`src/rtl/door_step_timer.sv`:
```
// Step prescaler and end-stop stall counter for the door plant.
// Prescaler wraps to zero on its terminal count; stall counter saturates.
module door_step_timer #(
  parameter int STEP_DIV     = 4,
  parameter int STALL_CYCLES = 8
) (
  input  logic clk2m,
  input  logic rst_n,
  input  logic i_presc_clr,
  input  logic i_presc_en,
  input  logic i_stall_clr,
  input  logic i_stall_en,
  output logic o_presc_term,
  output logic o_stall
);
  localparam int PW = (STEP_DIV > 1) ? $clog2(STEP_DIV) : 1;
  localparam int SW = $clog2(STALL_CYCLES + 1);
  localparam logic [PW-1:0] PRESC_LAST = PW'(STEP_DIV - 1);
  localparam logic [SW-1:0] STALL_MAX  = SW'(STALL_CYCLES);

  logic [PW-1:0] r_presc;
  logic [SW-1:0] r_stall_cnt;

  assign o_presc_term = (r_presc == PRESC_LAST);
  assign o_stall      = (r_stall_cnt == STALL_MAX);

  // Prescaler: clear wins over enable; the terminal count is the step cycle
  always_ff @(posedge clk2m or negedge rst_n) begin
    if (!rst_n)              r_presc <= '0;
    else if (i_presc_clr)    r_presc <= '0;
    else if (i_presc_en)     r_presc <= o_presc_term ? '0 : r_presc + 1'b1;
  end

  // Stall counter: counts pushing cycles, holds once stall is reached
  always_ff @(posedge clk2m or negedge rst_n) begin
    if (!rst_n)                        r_stall_cnt <= '0;
    else if (i_stall_clr)              r_stall_cnt <= '0;
    else if (i_stall_en && !o_stall)   r_stall_cnt <= r_stall_cnt + 1'b1;
  end

endmodule

```
`config.mk`:
```
export PLATFORM = sky130hd
export DESIGN_NAME = door_step_timer
export DESIGN_NICKNAME = d
export VERILOG_FILES = /design/src/rtl/door_step_timer.sv
export SDC_FILE = /design/constraint.sdc
export NUM_CORES = 1
export LEC_CHECK = 0
export CAP_MARGIN = 40
export CORE_AREA = 2 2 39 41
export DETAILED_ROUTE_END_ITERATION = 8
export DIE_AREA = 0 0 41 43
export PLACE_DENSITY = 0.47
export SLEW_MARGIN = 20
export SYNTH_ARGS = -nofsm -noshare
export SYNTH_HDL_FRONTEND = slang
export SYNTH_SLANG_ARGS = --single-unit
```
`constraint.sdc`:
```
create_clock -name clk2m -period 1.7 [get_ports clk2m]
set_clock_uncertainty 0.2 [all_clocks]
set_input_delay 0.34 -clock clk2m [delete_from_list [all_inputs] [get_ports clk2m]]
set_output_delay 0.34 -clock clk2m [all_outputs]
set_load 0.01 [all_outputs]
```
# == Word level (Yosys, flattened, before mapping) ==
# Cells that the tools add are included.
# word_totals
regBits,6
romBits,0
latchBits,0
elab_cells,15
ramBits,0
memories,0
out_inout_bits,2
# op_classes
n_shift,0
muxes,5
addsub,2
n_lt_le_gt_ge,0
n_bitwise,0
n_div,0
mul,0
n_reduce_logical,4
n_eq_ne,2
# op_table
operator,n
4-bit two-way mux,2
2-bit two-way mux,3
4-bit by 1-bit adder with 4-bit output (second input constant),1
4-bit == test (second input constant),1
2-bit nonzero test,2
2-bit by 1-bit adder with 2-bit output (second input constant),1
2-bit == test (second input constant),1
1-bit logical AND,1
1-bit logical NOT,1

# == Logic depth before layout (Yosys ltp) ==
# Gate-level depths: netlist of run 1.
# depth
depth_word,5
mapped_depth,5
mapped_depth_nobuf,5

# == Least setup slack after synthesis of run 1 ==
# Ideal clock, no wire load.
# synth_timing
path_kind,register to register
start,register r_stall_cnt[0]
end,register r_stall_cnt[0]
stages_incl_launch_ff,6
t_required_ns,1.375
arrival_time_ns,1.141
slack_ns,0.234
cell_sequence,dfrtp_1 -> inv_1 -> ha_1 -> nand2_1 -> o21a_1 -> mux2_4
# synth_between
elab_chain_len,4
elab_cells_between_ends,7
# synth_lines
item,line,rtl
from (decl),22,logic [SW-1:0] r_stall_cnt;
from (signal assigned),38,else if (i_stall_en && !o_stall) r_stall_cnt <= r_stall_cnt + 1'b1;
branches (longest 4 deep; another with 4-bit by 1-bit adder with 4-bit output),-,
# Several ways; the timed one is not identified. The select of a mux whose other input is x is not followed.
# A chain may end at the register's enable or synchronous reset.

# == Worst setup path in the final report of run 1 ==
# layout_timing
start,register r_stall_cnt[1]
end,output port o_stall
# layout_between
elab_chain_len,1
# layout_lines
item,line,rtl
4-bit == test,25,assign o_stall = (r_stall_cnt == STALL_MAX);
to (decl),14,output logic o_stall
# Every way passes these cells.

==> results of run 1 <==
==> stage by stage <==
stage,hold WS (ps),worst slack (ps),util (%)
floorplan,-155.6,234.4,-
global placement,310.9,-121.1,31.74
detailed placement,333.3,-142.3,31.74
CTS,145.1,11.07,32.91
global route,161.9,-11.36,34.99
finish,143.4,51.56,34.99
==> path summary, 6_finish.rpt <==
path	startpoint	endpoint	slack, ps	depth (start not counted)
worst max-delay path	r_stall_cnt[1]$_DFFE_PN0P_	o_stall	50	5
worst min-delay path	rst_n	r_stall_cnt[2]$_DFFE_PN0P_	140	1
worst max register to register	r_stall_cnt[1]$_DFFE_PN0P_	r_stall_cnt[0]$_DFFE_PN0P_	220	5
worst min register to register	r_presc[1]$_DFFE_PN0P_	r_presc[1]$_DFFE_PN0P_	350	2
max in group asynchronous	rst_n	r_presc[0]$_DFFE_PN0P_	940	1
min in group clk2m	r_presc[1]$_DFFE_PN0P_	r_presc[1]$_DFFE_PN0P_	350	2
==> registers in the layout, indices dropped and copies added, names as in the netlist <==
register	cells
r_stall_cnt	4
r_presc	2
==> kinds of logic after synthesis <==
group | count (synthesis) | synth area share [%]
simple gates | 14 | 19.93
flops | 6 | 45.98
mux | 4 | 13.79
fa+ha+maj | 3 | 11.50
compound gates | 2 | 3.831
buf+inv | 2 | 2.300
xor+xnor | 1 | 2.682
==> routing by layer <==
layer	global-route usage, %	wire [um]
met5	0	0
met4	6.000	4
met3	6.283	27
met1	11.48	270
met2	11.56	333
==> power by group through the flow <==
stage	combinational (mW)	sequential (mW)	clock [mW]
after floorplan	0.0262	0.160	0
after global placement	0.0586	0.159	0
after detailed placement	0.0625	0.160	0
after CTS	0.0622	0.158	0.137
after global routing	0.0803	0.159	0.149
final	0.0723	0.159	0.127
==> cell type report <==
type	instances	area [um2]	share of cell area (%)
Multi-Input combinational cell	24	188.9	39.02
Sequential cell	6	150.1	31.01
Timing Repair Buffer	11	95.09	19.64
Clock buffer	3	22.52	4.651
Tap cell	16	20.02	4.134
Inverter	2	7.507	1.550
==> cell usage after synthesis (all sizes together) <==
cell type / number / area, um2
nand2: 3 / 11.26
nand2b: 2 / 12.51
inv: 2 / 7.510
mux2: 1 / 15.01
mux2i: 3 / 30.03
ha: 3 / 37.54
or3b: 1 / 8.760
nand4: 1 / 6.260
o21a: 1 / 7.510
nor2: 7 / 26.28
xor2: 1 / 8.760
a21oi: 1 / 5.000
dfrtp: 6 / 150.1
==> timing repair <==
action	4_1_cts	5_1_grt
gates resized for setup	5	7
hold buffers	0	0
pin swaps	0	3
setup buffers	0	1
endpoints found under the setup margin	2	2
==> critical path, delay by kind of cell (launching register included) <==
| family | cells | cell delay [ps] |
|---|---|---|
| flip-flops | 1 | 390 |
| buffers and inverters | 2 | 210 |
| adder cells (fa/ha/maj) | 1 | 140 |
| AND/OR/NAND/NOR | 2 | 130 |
==> qor.txt, run 1 <==
Status: completed
Number of clock sinks: 6
Number of antenna violations at the first check in global routing: 0
PwrDens: 739.7 mW/mm2
Placed cell count: 58
Wire length of the first global-routing pass: 1014 um
Leak pwr: 0.2360 nW
Tightest Pin Transition: 272.6 ps
IR drop worst, VDD: 0.2872 mV
Flop pwr share: 44.3%
Maximum net fanout on the critical path: 3
Mapped Avg Cell Area: 10.21 um2
Pin count of the biggest net entering global routing: 7
Type of the worst setup path: flip-flop to primary output
Relative slew slack: 81.77%
Final number of max-transition violations: 0
Seq/Total Area, Yosys: 45.98%
Number of ports placed on the die boundary: 8
Net total in the final layout: 57
Commonest non-fill, non-tap cell in the layout: sky130_fd_sc_hd__nor2_1
Site Rows: 14
Total vias in the final route: 259
Post-Place Cell Area: 439.2 um2
Switch Pwr: 0.08380 mW
Bufs on Longest Clock Path: 2
Core region area: 0.001384 mm2
Area of the mapped netlist: 326.6 um2
Clock slew at the register clock pins of the worst setup and hold paths: 40 ps
Total design power: 0.3582 mW
Nets in the synthesized netlist: 41
Die Area: 0.001763 mm2
Total CTS buffers: 3
Overflow after GRT: 0
Arrival time worst endpoint: 1110 ps
N_diodes: 0
Initial standard-cell utilization of the core: 23.60%
Library cells used by synthesis: 13
Routed Wire Length: 634 um
Kind of launch point of the worst setup path: flip-flop
Fraction of layout instances using a drive strength above 1: 28.26%
Final HPWL DP: 533.8 um
DR DRC count: 0
Total number of yosys warnings: 0
Final number of hold-violating endpoints: 0
Leading cell types in the layout, fill and taps excluded: sky130_fd_sc_hd__nor2_1, sky130_fd_sc_hd__dfrtp_1, sky130_fd_sc_hd__clkdlybuf4s50_1
Die Width: 41 um
Required time worst endpoint: 1160 ps
Worst Setup End Kind: primary output
Filler cells: 153
# Max-Cap Violations: 0
Proportion of total power due to net switching: 23.40%
Gate count after technology mapping: 32
Critical-path cell list: inv_2 > ha_4 > nand2_4 > nor2_1 > buf_2
Part of the power in the clock network: 35.5%
Via-to-Cell Ratio: 4.177
Number of DRC markers in iteration 0: 0
Number of global-route vias before repair: 248
Biggest cell delay along the critical path: 390 ps
Internal power contribution: 0.2744 mW
H-Tree Depth: 1
Post-route minimum period: 1648 ps
Class of the tightest hold or removal check: primary input to asynchronous set/reset pin
Slowest stage cell on the critical path: sky130_fd_sc_hd__dfrtp_1
Proportion of power drawn by combinational gates: 20.2%
Total routing usage reported by global routing: 9.394%
Design area: 484.2 um2
Fmax achieved: 606.6 MHz
Unrepaired setup endpoints after global routing: true
Floorplan die height: 43 um
Detail-routed net length per standard cell: 10.23 um
Setup violations, final: 0
Count of input and output buffers: 7
Layout Cells excl Fill: 62
DR pass1 iterations: 1
Seq cells post-synth: 6
Final ANT Viol Nets: 0
Clock root buffer: sky130_fd_sc_hd__clkbuf_4
Total negative setup slack: 0 ps
TritonCTS clock tree: yes
Portion of the clock cycle consumed by the worst path in the final layout: 96.97%
Weighted congestion at the end of routability-driven global placement: 0.7710
Area growth from synthesis to layout: 48.28%
Clock latency on the worst-skew pair: 240 ps
Note: power is estimated with default switching activity, not from simulation.
==> inputs of run 2 (changes only) <==
Settings changed: ABC_CLOCK_PERIOD_IN_PS from default to 1700.
==> results of run 2 <==
No change in the layout: final DEF, timing and power equal those of run 1.
